<file path="config.mk">
export PLATFORM = sky130hd
export DESIGN_NAME = gate_sweep
export DESIGN_NICKNAME = d
export VERILOG_FILES = /design/src/rtl/gate_sweep_pkg.sv /design/src/rtl/gate_sweep_timer.sv /design/src/rtl/gate_sweep.sv
export SDC_FILE = /design/constraint.sdc
export NUM_CORES = 1
export LEC_CHECK = 0
export BUFFER_PORTS_ARGS = -buffer_cell sky130_fd_sc_hd__clkbuf_2
export CORE_MARGIN = 4
export CORE_UTILIZATION = 40
export DETAILED_ROUTE_END_ITERATION = 7
export HOLD_SLACK_MARGIN = 0.05
export PLACE_DENSITY = 0.68
export SLEW_MARGIN = 10
export SYNTH_ARGS = -nofsm -noshare
export SYNTH_HDL_FRONTEND = slang
export SYNTH_SLANG_ARGS = --single-unit
</file>
<file path="constraint.sdc">
create_clock -name clk -period 4.7 [get_ports clk]
set_input_delay 0.235 -clock clk [delete_from_list [all_inputs] [get_ports clk]]
set_output_delay 0.235 -clock clk [all_outputs]
set_load 0.03 [all_outputs]
</file>
<file path="src/rtl/gate_sweep_pkg.sv">
// ---------------------------------------------------------------
// gate_sweep_pkg : shared states and NOR truth table | rev 1.0
// ---------------------------------------------------------------
`default_nettype none

package gate_sweep_pkg;

  typedef enum logic [1:0] {
    IDLE   = 2'd0,
    DRIVE  = 2'd1,
    SAMPLE = 2'd2,
    FINISH = 2'd3
  } state_t;

  localparam int NUM_VECTORS = 4;

  // Bit i is the expected NOR output for vector {a,b} = i.
  localparam logic [NUM_VECTORS-1:0] EXP_NOR = 4'b0001;

endpackage

`default_nettype wire

</file>
<file path="src/rtl/gate_sweep_timer.sv">
// ---------------------------------------------------------------
// gate_sweep_timer : per-vector hold counter | rev 1.0
// ---------------------------------------------------------------
`default_nettype none

module gate_sweep_timer #(
  parameter int HOLD_CYCLES = 5
) (
  input  logic clk,
  input  logic rst,
  input  logic clr,
  input  logic en,
  output logic tc
);

  logic [7:0] cnt_q;
  logic [7:0] cnt_d;

  always_comb begin
    cnt_d = cnt_q;
    if (clr) begin
      cnt_d = 8'd0;
    end else if (en) begin
      cnt_d = cnt_q + 8'd1;
    end
  end

  always_ff @(posedge clk) begin
    if (rst) begin
      cnt_q <= 8'd0;
    end else begin
      cnt_q <= cnt_d;
    end
  end

  // The sample cycle is the last of the hold, so drive ends one count early.
  assign tc = (cnt_q == 8'(HOLD_CYCLES - 2));

endmodule

`default_nettype wire

</file>
<file path="src/rtl/gate_sweep.sv">
// ---------------------------------------------------------------
// gate_sweep : truth-table sweep of an external 2-input NOR | rev 1.0
// ---------------------------------------------------------------
`default_nettype none

module gate_sweep
  import gate_sweep_pkg::*;
#(
  parameter int HOLD_CYCLES = 5
) (
  input  logic       clk,
  input  logic       rst,
  input  logic       start,
  output logic       a,
  output logic       b,
  input  logic       c,
  output logic       busy,
  output logic       done,
  output logic       pass,
  output logic [2:0] err_count,
  output logic [3:0] result_vec
);

  state_t     state_q, state_d;
  logic [1:0] idx_q, idx_d;
  logic       a_q, a_d;
  logic       b_q, b_d;
  logic       busy_q, busy_d;
  logic       done_q, done_d;
  logic       pass_q, pass_d;
  logic [2:0] err_q, err_d;
  logic [3:0] res_q, res_d;

  logic       tmr_clr;
  logic       tmr_en;
  logic       tmr_tc;

  gate_sweep_timer #(
    .HOLD_CYCLES(HOLD_CYCLES)
  ) u_timer (
    .clk(clk),
    .rst(rst),
    .clr(tmr_clr),
    .en (tmr_en),
    .tc (tmr_tc)
  );

  always_comb begin
    state_d = state_q;
    idx_d   = idx_q;
    a_d     = a_q;
    b_d     = b_q;
    busy_d  = busy_q;
    done_d  = done_q;
    pass_d  = pass_q;
    err_d   = err_q;
    res_d   = res_q;
    tmr_clr = 1'b0;
    tmr_en  = 1'b0;

    case (state_q)
      IDLE, FINISH: begin
        // A new sweep also wipes the previous verdict held in FINISH.
        if (start) begin
          state_d = DRIVE;
          idx_d   = 2'd0;
          a_d     = 1'b0;
          b_d     = 1'b0;
          busy_d  = 1'b1;
          done_d  = 1'b0;
          pass_d  = 1'b0;
          err_d   = 3'd0;
          res_d   = 4'd0;
          tmr_clr = 1'b1;
        end
      end

      DRIVE: begin
        tmr_en = 1'b1;
        if (tmr_tc) begin
          state_d = SAMPLE;
        end
      end

      SAMPLE: begin
        res_d[idx_q] = c;
        if (c != EXP_NOR[idx_q]) begin
          err_d = err_q + 3'd1;
        end
        tmr_clr = 1'b1;
        if (idx_q == 2'(NUM_VECTORS - 1)) begin
          state_d = FINISH;
          a_d     = 1'b0;
          b_d     = 1'b0;
          busy_d  = 1'b0;
          done_d  = 1'b1;
          pass_d  = (err_d == 3'd0);
        end else begin
          state_d    = DRIVE;
          idx_d      = idx_q + 2'd1;
          {a_d, b_d} = idx_q + 2'd1;
        end
      end

      default: begin
        state_d = IDLE;
      end
    endcase
  end

  always_ff @(posedge clk) begin
    if (rst) begin
      state_q <= IDLE;
      idx_q   <= 2'd0;
      a_q     <= 1'b0;
      b_q     <= 1'b0;
      busy_q  <= 1'b0;
      done_q  <= 1'b0;
      pass_q  <= 1'b0;
      err_q   <= 3'd0;
      res_q   <= 4'd0;
    end else begin
      state_q <= state_d;
      idx_q   <= idx_d;
      a_q     <= a_d;
      b_q     <= b_d;
      busy_q  <= busy_d;
      done_q  <= done_d;
      pass_q  <= pass_d;
      err_q   <= err_d;
      res_q   <= res_d;
    end
  end

  assign a          = a_q;
  assign b          = b_q;
  assign busy       = busy_q;
  assign done       = done_q;
  assign pass       = pass_q;
  assign err_count  = err_q;
  assign result_vec = res_q;

endmodule

`default_nettype wire

</file>
### Word level (Yosys, flattened, before mapping)

Cells that the tools add are included.

* register bits after elaboration: 24
* logic and storage cells: 68

* add/sub/neg operators: 3
* order comparisons: 2
* equality and inequality tests: 10
* muxes and demuxes: 33
* reduce and logical (&&, ||, !) cells: 10

Operator list (count)
* $pmux W1 S2: 6
* $mux W1: 11
* $mux W2: 5
* $mux W3: 3
* $add A8 B1 Y8 const B: 1
* $eq A8 B2 Y1 const B: 1
* $ne A2 B2 Y1 const B: 4
* $pmux W4 S2: 1
* $eq A2 B2 Y1 const B: 3
* $pmux W2 S3: 1
* $pmux W3 S2: 1
* $reduce_and A3 Y1: 2
* $bwmux W4: 1
* $mux W4: 1
* $pmux W2 S2: 1
* $reduce_and A2 Y1: 2
* $reduce_or A2 Y1: 2
* $add A3 B1 Y3 const B: 1
* $logic_not A3 Y1: 1
* $lt A2 B3 Y1 const B: 1
* $add A2 B1 Y2 const B: 1
* $bmux W1 S2: 1
* $demux W1 S2: 1
* $eq A2 B1 Y1 const B: 1
* 5 further kinds: 5

### Depth between registers and ports, before layout

Gate-level depths: netlist of the first run.

* word-level depth: 8
* mapped depth: 7
* mapped depth without buffers: 7

### By module

A second synthesis of the first run with hierarchy kept.

* cells, all modules: 148
* area total of the unflattened synthesis: 1320.0 um^2

Modules (own cells, without submodules)
* gate_sweep: times used 1, cells each 106, area an instance 944.7 um^2, sequential area each 320.3 um^2
* gate_sweep_timer: times used 1, cells each 42, area an instance 375.4 um^2, sequential area each 160.2 um^2

### Worst setup path before layout of the first run

OpenSTA, ideal clock, no wires.

* kind: register to register
* start point: register idx_q[0]
* end point: register pass_q, in the netlist pass
* library setup time: 0.070 ns
* arrival time: 1.709 ns
* required time: 4.630 ns
* setup slack: 2.921 ns
* stages on the path, launching flop included: 8
* cell sequence: dfxtp_1 inv_1 ha_1 ha_1 or3_1 a21oi_1 o2111ai_1 a21oi_1

* longest elaborated chain between the ends: 8
* elaborated cells between the ends (all ways): 11

Ends and longest elaborated chain
* start, declared: line gate_sweep.sv:25 `logic [1:0] idx_q, idx_d;`
* start signal, assigned: line gate_sweep.sv:124 `idx_q <= idx_d;`
* $bmux W1 S2: line gate_sweep.sv:87 `if (c != EXP_NOR[idx_q]) begin`
* $mux W1 (implied by the code): line gate_sweep.sv:87
* $ne A1 B1 Y1: line gate_sweep.sv:87
* $mux W3: line gate_sweep.sv:87
* $mux W3: line gate_sweep.sv:61 `case (state_q)`
* $logic_not A3 Y1: line gate_sweep.sv:97 `pass_d = (err_d == 3'd0);`
* $mux W1: line gate_sweep.sv:91 `if (idx_q == 2'(NUM_VECTORS - 1)) begin`
* $pmux W1 S2: line gate_sweep.sv:61
* end signal, assigned: line gate_sweep.sv:129 `pass_q <= pass_d;`
* end, declared: line gate_sweep.sv:30 `logic pass_q, pass_d;`

Parallel ways exist; a longest one is shown, timed or not. The select of a mux whose other input is x is not followed.
A chain may end at the register's enable or synchronous reset.

### Worst setup path after layout of the first run

* start point: register state_q[0]
* end point: register res_q[1], in the netlist result_vec[1]

* longest elaborated chain between the ends: 4
* elaborated cells between the ends (all ways): 8

Ends and longest elaborated chain
* start, declared: line gate_sweep.sv:24 `state_t state_q, state_d;`
* start signal, assigned: line gate_sweep.sv:123 `state_q <= state_d;`
* $eq A2 B2 Y1 / $logic_not A2 Y1 (equally long branches): line gate_sweep.sv:61
* $reduce_or A2 Y1: line gate_sweep.sv:61
* $ne A2 B2 Y1 (no line) / $reduce_bool A2 Y1 (equally long branches)
* $reduce_and A2 Y1 (no line)
* end signal, assigned: line gate_sweep.sv:131 `res_q <= res_d;`
* end, declared: line gate_sweep.sv:32 `logic [3:0] res_q, res_d;`

Parallel ways exist; a longest one is shown, timed or not.

==> impl_metrics.json, run 1 <==
{
  "avgSynthCellArea_um2": 8.49,
  "finalClockSkew_ns": 0.00279,
  "clk_latency_ns": 0.32,
  "grt_max_degree": 19,
  "ios": 16,
  "clkPwrFrac_pct": 26.1,
  "vdd_ir_drop_max_mv": 0.108,
  "drc": 0,
  "firstDrtPassIters": 4,
  "post_dp_cell_area_um2": 1350,
  "setup_violations": 0,
  "min_period_ns": 2.22,
  "final_cell_area_um2": 1380,
  "route.met3.wl_um": 66,
  "start_kind": "register",
  "worstMarginPinSlew_ns": 0.956,
  "cts-resized-gates": 0,
  "synth.area.top_cells": "dfxtp_1 (39%), ha_1 (10%), a21oi_1 (5.6%), nor2_1 (4.5%), o21ai_0 (4.4%)",
  "p_per_area_nw_per_um2": 311,
  "p_sw_mw": 0.135,
  "htree_num_levels": 1,
  "post-route-period-util_pct": 47.1,
  "seq_power_share_pct": 51.1,
  "post-route-util_pct": 45.7,
  "dpl.hpwl_um": 1810,
  "layout.cells.non_filler": 203,
  "yosys_warnings": 0,
  "wl_met1_um": 1220,
  "grt_use_total_pct": 13.5,
  "ys_seq_area_share_pct": 38.5,
  "ant_nets": 0,
  "cts_root_buf": "clkbuf_4",
  "routed_wl_um": 2520,
  "drt_iter0_drc": 50,
  "crit_fanout": 13,
  "synth_cells": 147,
  "synth_ff_type": "dfxtp_1",
  "p_int_mw": 0.295,
  "maxSlewViolCount": 0,
  "netlist.top_cell.by_area": "dfxtp_1",
  "grt_setup_unrepaired": "false",
  "tns_ns": 0,
  "synth_top_area_share_pct": 38.5,
  "min_path_type": "in -> reg",
  "final_cell_mix": "dfxtp_1 (24), nor2_1 (15), clkbuf_2 (15)",
  "antenna_found_initial": 0,
  "grt_first_pass_wirelength_um": 4470,
  "fin_ws_ns": 2.48,
  "endpoint_kind": "register",
  "max_freq_ghz": 0.451,
  "syn_nets": 161,
  "viasPerCell": 5.14,
  "wl_met2_um": 1180,
  "cp_data_arrival_time_ns": 2.42,
  "numCtsBuffers": 3,
  "crit_required_ns": 4.91,
  "gp_congestion": 0.759,
  "io_buffers": 15,
  "path_class": "reg -> reg",
  "grt_overflow": 0,
  "status": "finished, final reports clean",
  "pre_cts_ws_ns": 2.53,
  "num_antenna_cells": 0,
  "synth.distinct_cells": 33,
  "drive_gt1_share_pct": 13.2,
  "syn-cell-area_um2": 1250,
  "fin_nets": 174,
  "wire_per_inst_um": 12.4,
  "initial_core_util_pct": 41.2,
  "cts_hold_buf": 0,
  "sw_frac_of_total_pct": 31.5,
  "clockBufferDepth": 2,
  "rows": 20,
  "cts_tree": "built",
  "dp.cells": 199,
  "drv_cap": 0,
  "core_area_um2": 3030,
  "slew_headroom_pct": 34.5,
  "die_w_um": 63.8,
  "area_delta_synth_final_pct": 10.8,
  "dieArea_um2": 4080,
  "synth.ff_latch_count": 24,
  "hold_violations": 0,
  "async_flop_share_pct": 0,
  "clkSinkCount": 24,
  "leakage_nw": 0.520,
  "die_h_um": 63.8,
  "vias": 1043,
  "layout_commonest_cell": "dfxtp_1",
  "cts_setup_buffers": 0,
  "top_layer": "met4",
  "synth_enable_flop_cells": 0,
  "grt_pass1_vias": 1046,
  "path_clk_slew_ns": 0.14,
  "combPwrFrac_pct": 22.8
}
==> critical path, stage by stage, from the launching register on <==
cell     delay (ns)
dfxtp_1        0.41
inv_1          0.06
ha_1           0.35
mux2i_1        0.81
nor2b_1        0.19
mux2i_1        0.18
o21ai_0        0.11
==> state kept, by name (all words and copies together), names as in the netlist <==
signal         flops
result_vec         4
a                  1
err_count          3
busy               1
pass               1
idx_q              2
u_timer.cnt_q      8
state_q            2
b                  1
done               1
==> Yosys cell counts (all sizes together) (2+ instances only) <==
cell type / count
a22oi: 5
inv: 7
nor3: 3
nor2: 15
nor2b: 3
a21oi: 14
nand2: 11
o21ai: 11
ha: 10
clkbuf: 3
dfxtp: 24
or3: 5
o22ai: 2
mux2i: 4
nand4: 3
nand3b: 2
buf: 4
and2: 2
xor2: 4
nand2b: 2
==> final timing paths <==
kind / start / end / slack, ns / cells past startpoint
min: rst / pass / 0.30 / 2
max reg2reg: state_q[0] / result_vec[1] / 2.48 / 6
max: state_q[0] / result_vec[1] / 2.48 / 6
min reg2reg: pass / pass / 0.48 / 2
==> layout make-up <==
type                    count  area [um^2]
fillers                   306         1650
inverters                   7         26.3
well taps                  44         55.1
flip-flops and latches     24          480
repair buffers             15         75.1
clock buffers               4         36.3
multi-input cells         109          709
==> routing by layer <==
layer	GRT usage (%)	vias up
li1	-	542
met4	6.20	0
met1	16.8	483
met2	22.3	12
met3	2.46	6
met5	0	-
==> power by group through the flow <==
stage,Combinational [mW],Sequential (mW),Clock [mW]
3_5_place_dp,0.0960,0.224,0
6_report,0.0982,0.219,0.112
3_3_place_gp,0.0920,0.223,0
4_1_cts,0.0985,0.220,0.116
5_1_grt,0.110,0.221,0.125
2_1_floorplan,0.0741,0.228,0
==> through the flow <==
stage	hold slack [ns]	total power, mW
2_1_floorplan	0.466	0.302
3_3_place_gp	0.466	0.315
3_5_place_dp	0.465	0.320
4_1_cts	0.295	0.434
5_1_grt	0.336	0.456
6_report	0.304	0.430
==> cells by family (layout without fill, tap and decap cells) <==
group                    Yosys count  after routing  synth area share, %
flip-flops                        24             24                 38.5
AND/OR/NAND/NOR                   52             52                 22.2
AO/OA/AOI/OAI                     38             38                 18.0
buffers and inverters             14             26                 4.61
multiplexers                       4              4                 3.21
adder cells (fa/ha/maj)           10             10                 10.0
XOR/XNOR                           5              5                 3.51
No activity file was read; power rests on OpenSTA's default activity.
==> run 2: changes to the inputs <==
==> constraint.sdc (replaced) <==
create_clock -name clk -period 2.3 [get_ports clk]
set_input_delay 0.115 -clock clk [delete_from_list [all_inputs] [get_ports clk]]
set_output_delay 0.115 -clock clk [all_outputs]
set_load 0.03 [all_outputs]
==> impl_metrics.json, run 2 (synthesized netlist as in run 1, its figures left out) <==
{
  "numCtsBuffers": 3,
  "slew_headroom_pct": 59.7,
  "ios": 16,
  "grt_max_degree": 19,
  "worstMarginPinSlew_ns": 0.604,
  "status": "finished, final reports clean",
  "drc": 0,
  "top_register": "u_timer.cnt_q",
  "dieArea_um2": 4080,
  "layout.cells.non_filler": 204,
  "cts_hold_buf": 0,
  "wire_per_inst_um": 12.5,
  "die_h_um": 63.8,
  "p_per_area_nw_per_um2": 608,
  "htree_num_levels": 1,
  "grt_use_total_pct": 13.5,
  "vias": 1039,
  "core_area_um2": 3030,
  "crit_required_ns": 2.56,
  "whs_path_depth": 2,
  "area_delta_synth_final_pct": 10.9,
  "die_w_um": 63.8,
  "drive_gt1_share_pct": 13.8,
  "pre_cts_ws_ns": 0.329,
  "grt_first_pass_wirelength_um": 4490,
  "initial_core_util_pct": 41.2,
  "vdd_ir_drop_max_mv": 0.281,
  "hold_violations": 0,
  "cts_setup_buffers": 0,
  "path_class": "reg -> reg",
  "routed_wl_um": 2560,
  "leakage_nw": 0.522,
  "clk_latency_ns": 0.31,
  "clockBufferDepth": 2,
  "largest_register_ffs": 8,
  "tns_ns": 0,
  "io_buffers": 15,
  "clkSinkCount": 24,
  "maxSlewViolCount": 0,
  "drt_iter0_drc": 79,
  "layout_commonest_cell": "dfxtp_1",
  "ant_nets": 0,
  "min_period_ns": 1.99,
  "start_kind": "register",
  "firstDrtPassIters": 4,
  "min_path_type": "in -> reg",
  "fin_ws_ns": 0.315,
  "num_antenna_cells": 0,
  "grt_pass1_vias": 1053,
  "max_freq_ghz": 0.504,
  "gp_congestion": 0.825,
  "dp.cells": 201,
  "reg2regPathDepth": 7,
  "cp_data_arrival_time_ns": 2.24,
  "crit_fanout": 7,
  "antenna_found_initial": 0,
  "final_cell_mix": "dfxtp_1 (24), nor2_1 (15), clkbuf_2 (15)",
  "drv_cap": 0,
  "viasPerCell": 5.09,
  "fin_nets": 176,
  "grt_setup_unrepaired": "false",
  "setup_violations": 0,
  "cts-resized-gates": 0,
  "post-route-period-util_pct": 86.3,
  "grt_overflow": 0,
  "finalClockSkew_ns": 0.0151,
  "endpoint_kind": "register",
  "cts_tree": "built",
  "path_clk_slew_ns": 0.13,
  "rows": 20,
  "dpl.hpwl_um": 1890,
  "cts_root_buf": "clkbuf_4"
}
[run 2: changes by cell type in the layout (fill, tap and decap cells not counted), sizes merged]
cell | previous run | this run
clkbuf | 19 | 18
buf | 0 | 2
[run 2: final cells by class]
type	instances	area, um^2
multi-input cells	109	709
fillers	303	1640
clock buffers	3	22.5
inverters	7	26.3
well taps	44	55.1
flip-flops and latches	24	480
repair buffers	17	90.1
[run 2: worst max-delay path, cell delays in order (launching register included)]
cell       delay (ns)
dfxtp_1          0.46
inv_1            0.11
ha_1             0.24
ha_1             0.37
or3_1            0.33
a21oi_1          0.13
o2111ai_1        0.14
a21oi_1          0.16
[run 2: metrics by stage]
step                area (um^2)  total power [mW]  hold slack, ns  util (%)
global route               1380             0.894           0.214      45.7
global placement           1360             0.659           0.466      45.0
detailed placement         1360             0.669           0.472      45.0
floorplan                  1250             0.617           0.399         -
CTS                        1380             0.848           0.199      45.7
finish                     1380             0.841           0.201      45.7
[run 2: final timing paths]
path	endpoint	startpoint	slack, ns
setup / recovery	pass	idx_q[0]	0.31
hold / removal	result_vec[3]	rst	0.20
setup reg to reg	pass	idx_q[0]	0.31
hold reg to reg	pass	pass	0.49
[run 2: power breakdown]
part / internal, mW / switching, mW / leakage, nW
registers: 0.434 / 0.0142 / 0.194
logic: 0.0805 / 0.132 / 0.314
clock network: 0.0612 / 0.120 / 0.0138
total: 0.575 / 0.266 / 0.522
[run 2: routing by layer]
metal / up-vias / GRT usage, % / part of all wire [%]
li1: 542 / - / -
met1: 477 / 14.9 / 46
met2: 18 / 25.0 / 50
met3: 2 / 3.87 / 3.4
met4: 0 / 3.23 / 0.70
met5: - / 0 / 0
==> run 3: changes to the inputs <==
--- a/config.mk
+++ b/config.mk
@@ -7,10 +7,10 @@
 export LEC_CHECK = 0
 export BUFFER_PORTS_ARGS = -buffer_cell sky130_fd_sc_hd__clkbuf_2
 export CORE_MARGIN = 4
-export CORE_UTILIZATION = 40
+export CORE_UTILIZATION = 41
 export DETAILED_ROUTE_END_ITERATION = 7
 export HOLD_SLACK_MARGIN = 0.05
-export PLACE_DENSITY = 0.68
+export PLACE_DENSITY = 0.69
 export SLEW_MARGIN = 10
 export SYNTH_ARGS = -nofsm -noshare
 export SYNTH_HDL_FRONTEND = slang
==> impl_metrics.json, run 3 (synthesized netlist as in run 1, its figures left out) <==
{
  "final_cell_mix": "dfxtp_1 (24), nor2_1 (15), clkbuf_2 (15)",
  "post-route-period-util_pct": 85.2,
  "status": "finished, final reports clean",
  "dieArea_um2": 3990,
  "worstMarginPinSlew_ns": 0.571,
  "wire_per_inst_um": 12.7,
  "io_buffers": 15,
  "min_period_ns": 1.96,
  "grt_setup_unrepaired": "false",
  "fillers": 284,
  "die_w_um": 63.2,
  "initial_core_util_pct": 44.1,
  "cts_tree": "built",
  "top_register": "u_timer.cnt_q",
  "setup_violations": 0,
  "drc": 0,
  "largest_register_ffs": 8,
  "leakage_nw": 0.522,
  "cp_data_arrival_time_ns": 2.20,
  "core_area_um2": 2830,
  "cts_setup_buffers": 0,
  "rrSetupSlack_ns": 0.34,
  "cts-resized-gates": 0,
  "r2r-end": "pass",
  "grt_max_degree": 19,
  "rows": 19,
  "p_per_area_nw_per_um2": 611,
  "cts_hold_buf": 0,
  "dpl.hpwl_um": 1840,
  "pre_cts_ws_ns": 0.360,
  "crit_fanout": 7,
  "finalClockSkew_ns": 0.00155,
  "hold_violations": 0,
  "ios": 16,
  "start_kind": "register",
  "total_power_mw": 0.835,
  "clkSinkCount": 24,
  "fin_nets": 176,
  "gp_congestion": 0.822,
  "min_path_type": "in -> reg",
  "clockBufferDepth": 2,
  "tns_ns": 0,
  "crit_required_ns": 2.54,
  "clk_latency_ns": 0.30,
  "die_h_um": 63.2,
  "antenna_found_initial": 0,
  "endpoint_kind": "register",
  "numCtsBuffers": 3,
  "path_clk_slew_ns": 0.12,
  "slew_headroom_pct": 61.9,
  "htree_num_levels": 1,
  "num_antenna_cells": 0,
  "grt_overflow": 0,
  "drv_cap": 0,
  "vias": 1045,
  "cts_root_buf": "clkbuf_4",
  "firstDrtPassIters": 4,
  "grt_first_pass_wirelength_um": 4690,
  "hold_end": "result_vec[3]",
  "r2r_start": "idx_q[0]",
  "maxSlewViolCount": 0,
  "layout_commonest_cell": "dfxtp_1",
  "hold_start": "rst",
  "grt_use_total_pct": 14.3,
  "routed_wl_um": 2430,
  "grt_pass1_vias": 1040,
  "path_class": "reg -> reg",
  "max_freq_ghz": 0.510,
  "fin_ws_ns": 0.341,
  "area_delta_synth_final_pct": 9.63,
  "vdd_ir_drop_max_mv": 0.340,
  "whs_path_depth": 2,
  "drt_iter0_drc": 40,
  "ant_nets": 0,
  "viasPerCell": 5.47,
  "drive_gt1_share_pct": 13.8,
  "reg2regPathDepth": 7
}
[run 3: how the worst max path moves through the flow]
stage             start    to  slack (ns)  depth (start not counted)
2_1_floorplan  idx_q[0]  pass        0.52                          7
3_3_place_gp   idx_q[0]  pass        0.45                          7
3_5_place_dp   idx_q[0]  pass        0.36                          7
4_1_cts        idx_q[0]  pass        0.33                          7
5_1_grt        idx_q[0]  pass        0.19                          7
6_report       idx_q[0]  pass        0.34                          7
[run 3: through the flow]
step	utilization (%)	hold slack, ns	cell area (um^2)	instances
floorplan	-	0.399	1250	147
global placement	47.5	0.467	1350	188
detailed placement	47.5	0.477	1350	188
CTS	48.3	0.197	1370	191
global route	48.3	0.211	1370	191
finish	48.3	0.209	1370	191
[run 3: cell type report]
type | count | area, um^2 | area share (%)
multi-input cells | 109 | 709 | 51.9
flip-flops and latches | 24 | 480 | 35.1
repair buffers | 17 | 90.1 | 6.59
well taps | 31 | 38.8 | 2.84
inverters | 7 | 26.3 | 1.92
clock buffers | 3 | 22.5 | 1.65
[run 3: where the power goes]
part / switching, mW / internal, mW / total, mW
clock: 0.115 / 0.0610 / 0.176
sequential: 0.0149 / 0.434 / 0.448
combinational: 0.130 / 0.0806 / 0.211
total: 0.260 / 0.575 / 0.835
[run 3: routing by layer]
metal | wire (um) | vias up | share of wire (%) | track usage, %
li1 | - | 543 | - | -
met1 | 1200 | 479 | 50 | 18.3
met2 | 1080 | 21 | 45 | 22.9
met3 | 120 | 2 | 4.9 | 3.73
met4 | 20 | 0 | 0.82 | 4.96
met5 | 0 | - | 0 | 0
[run 3: worst max-delay path: stages, from the launching register on]
cell       delay, ns
dfxtp_1         0.46
inv_1           0.10
ha_1            0.24
ha_1            0.36
or3_1           0.34
a21oi_1         0.12
o2111ai_1       0.13
a21oi_1         0.16
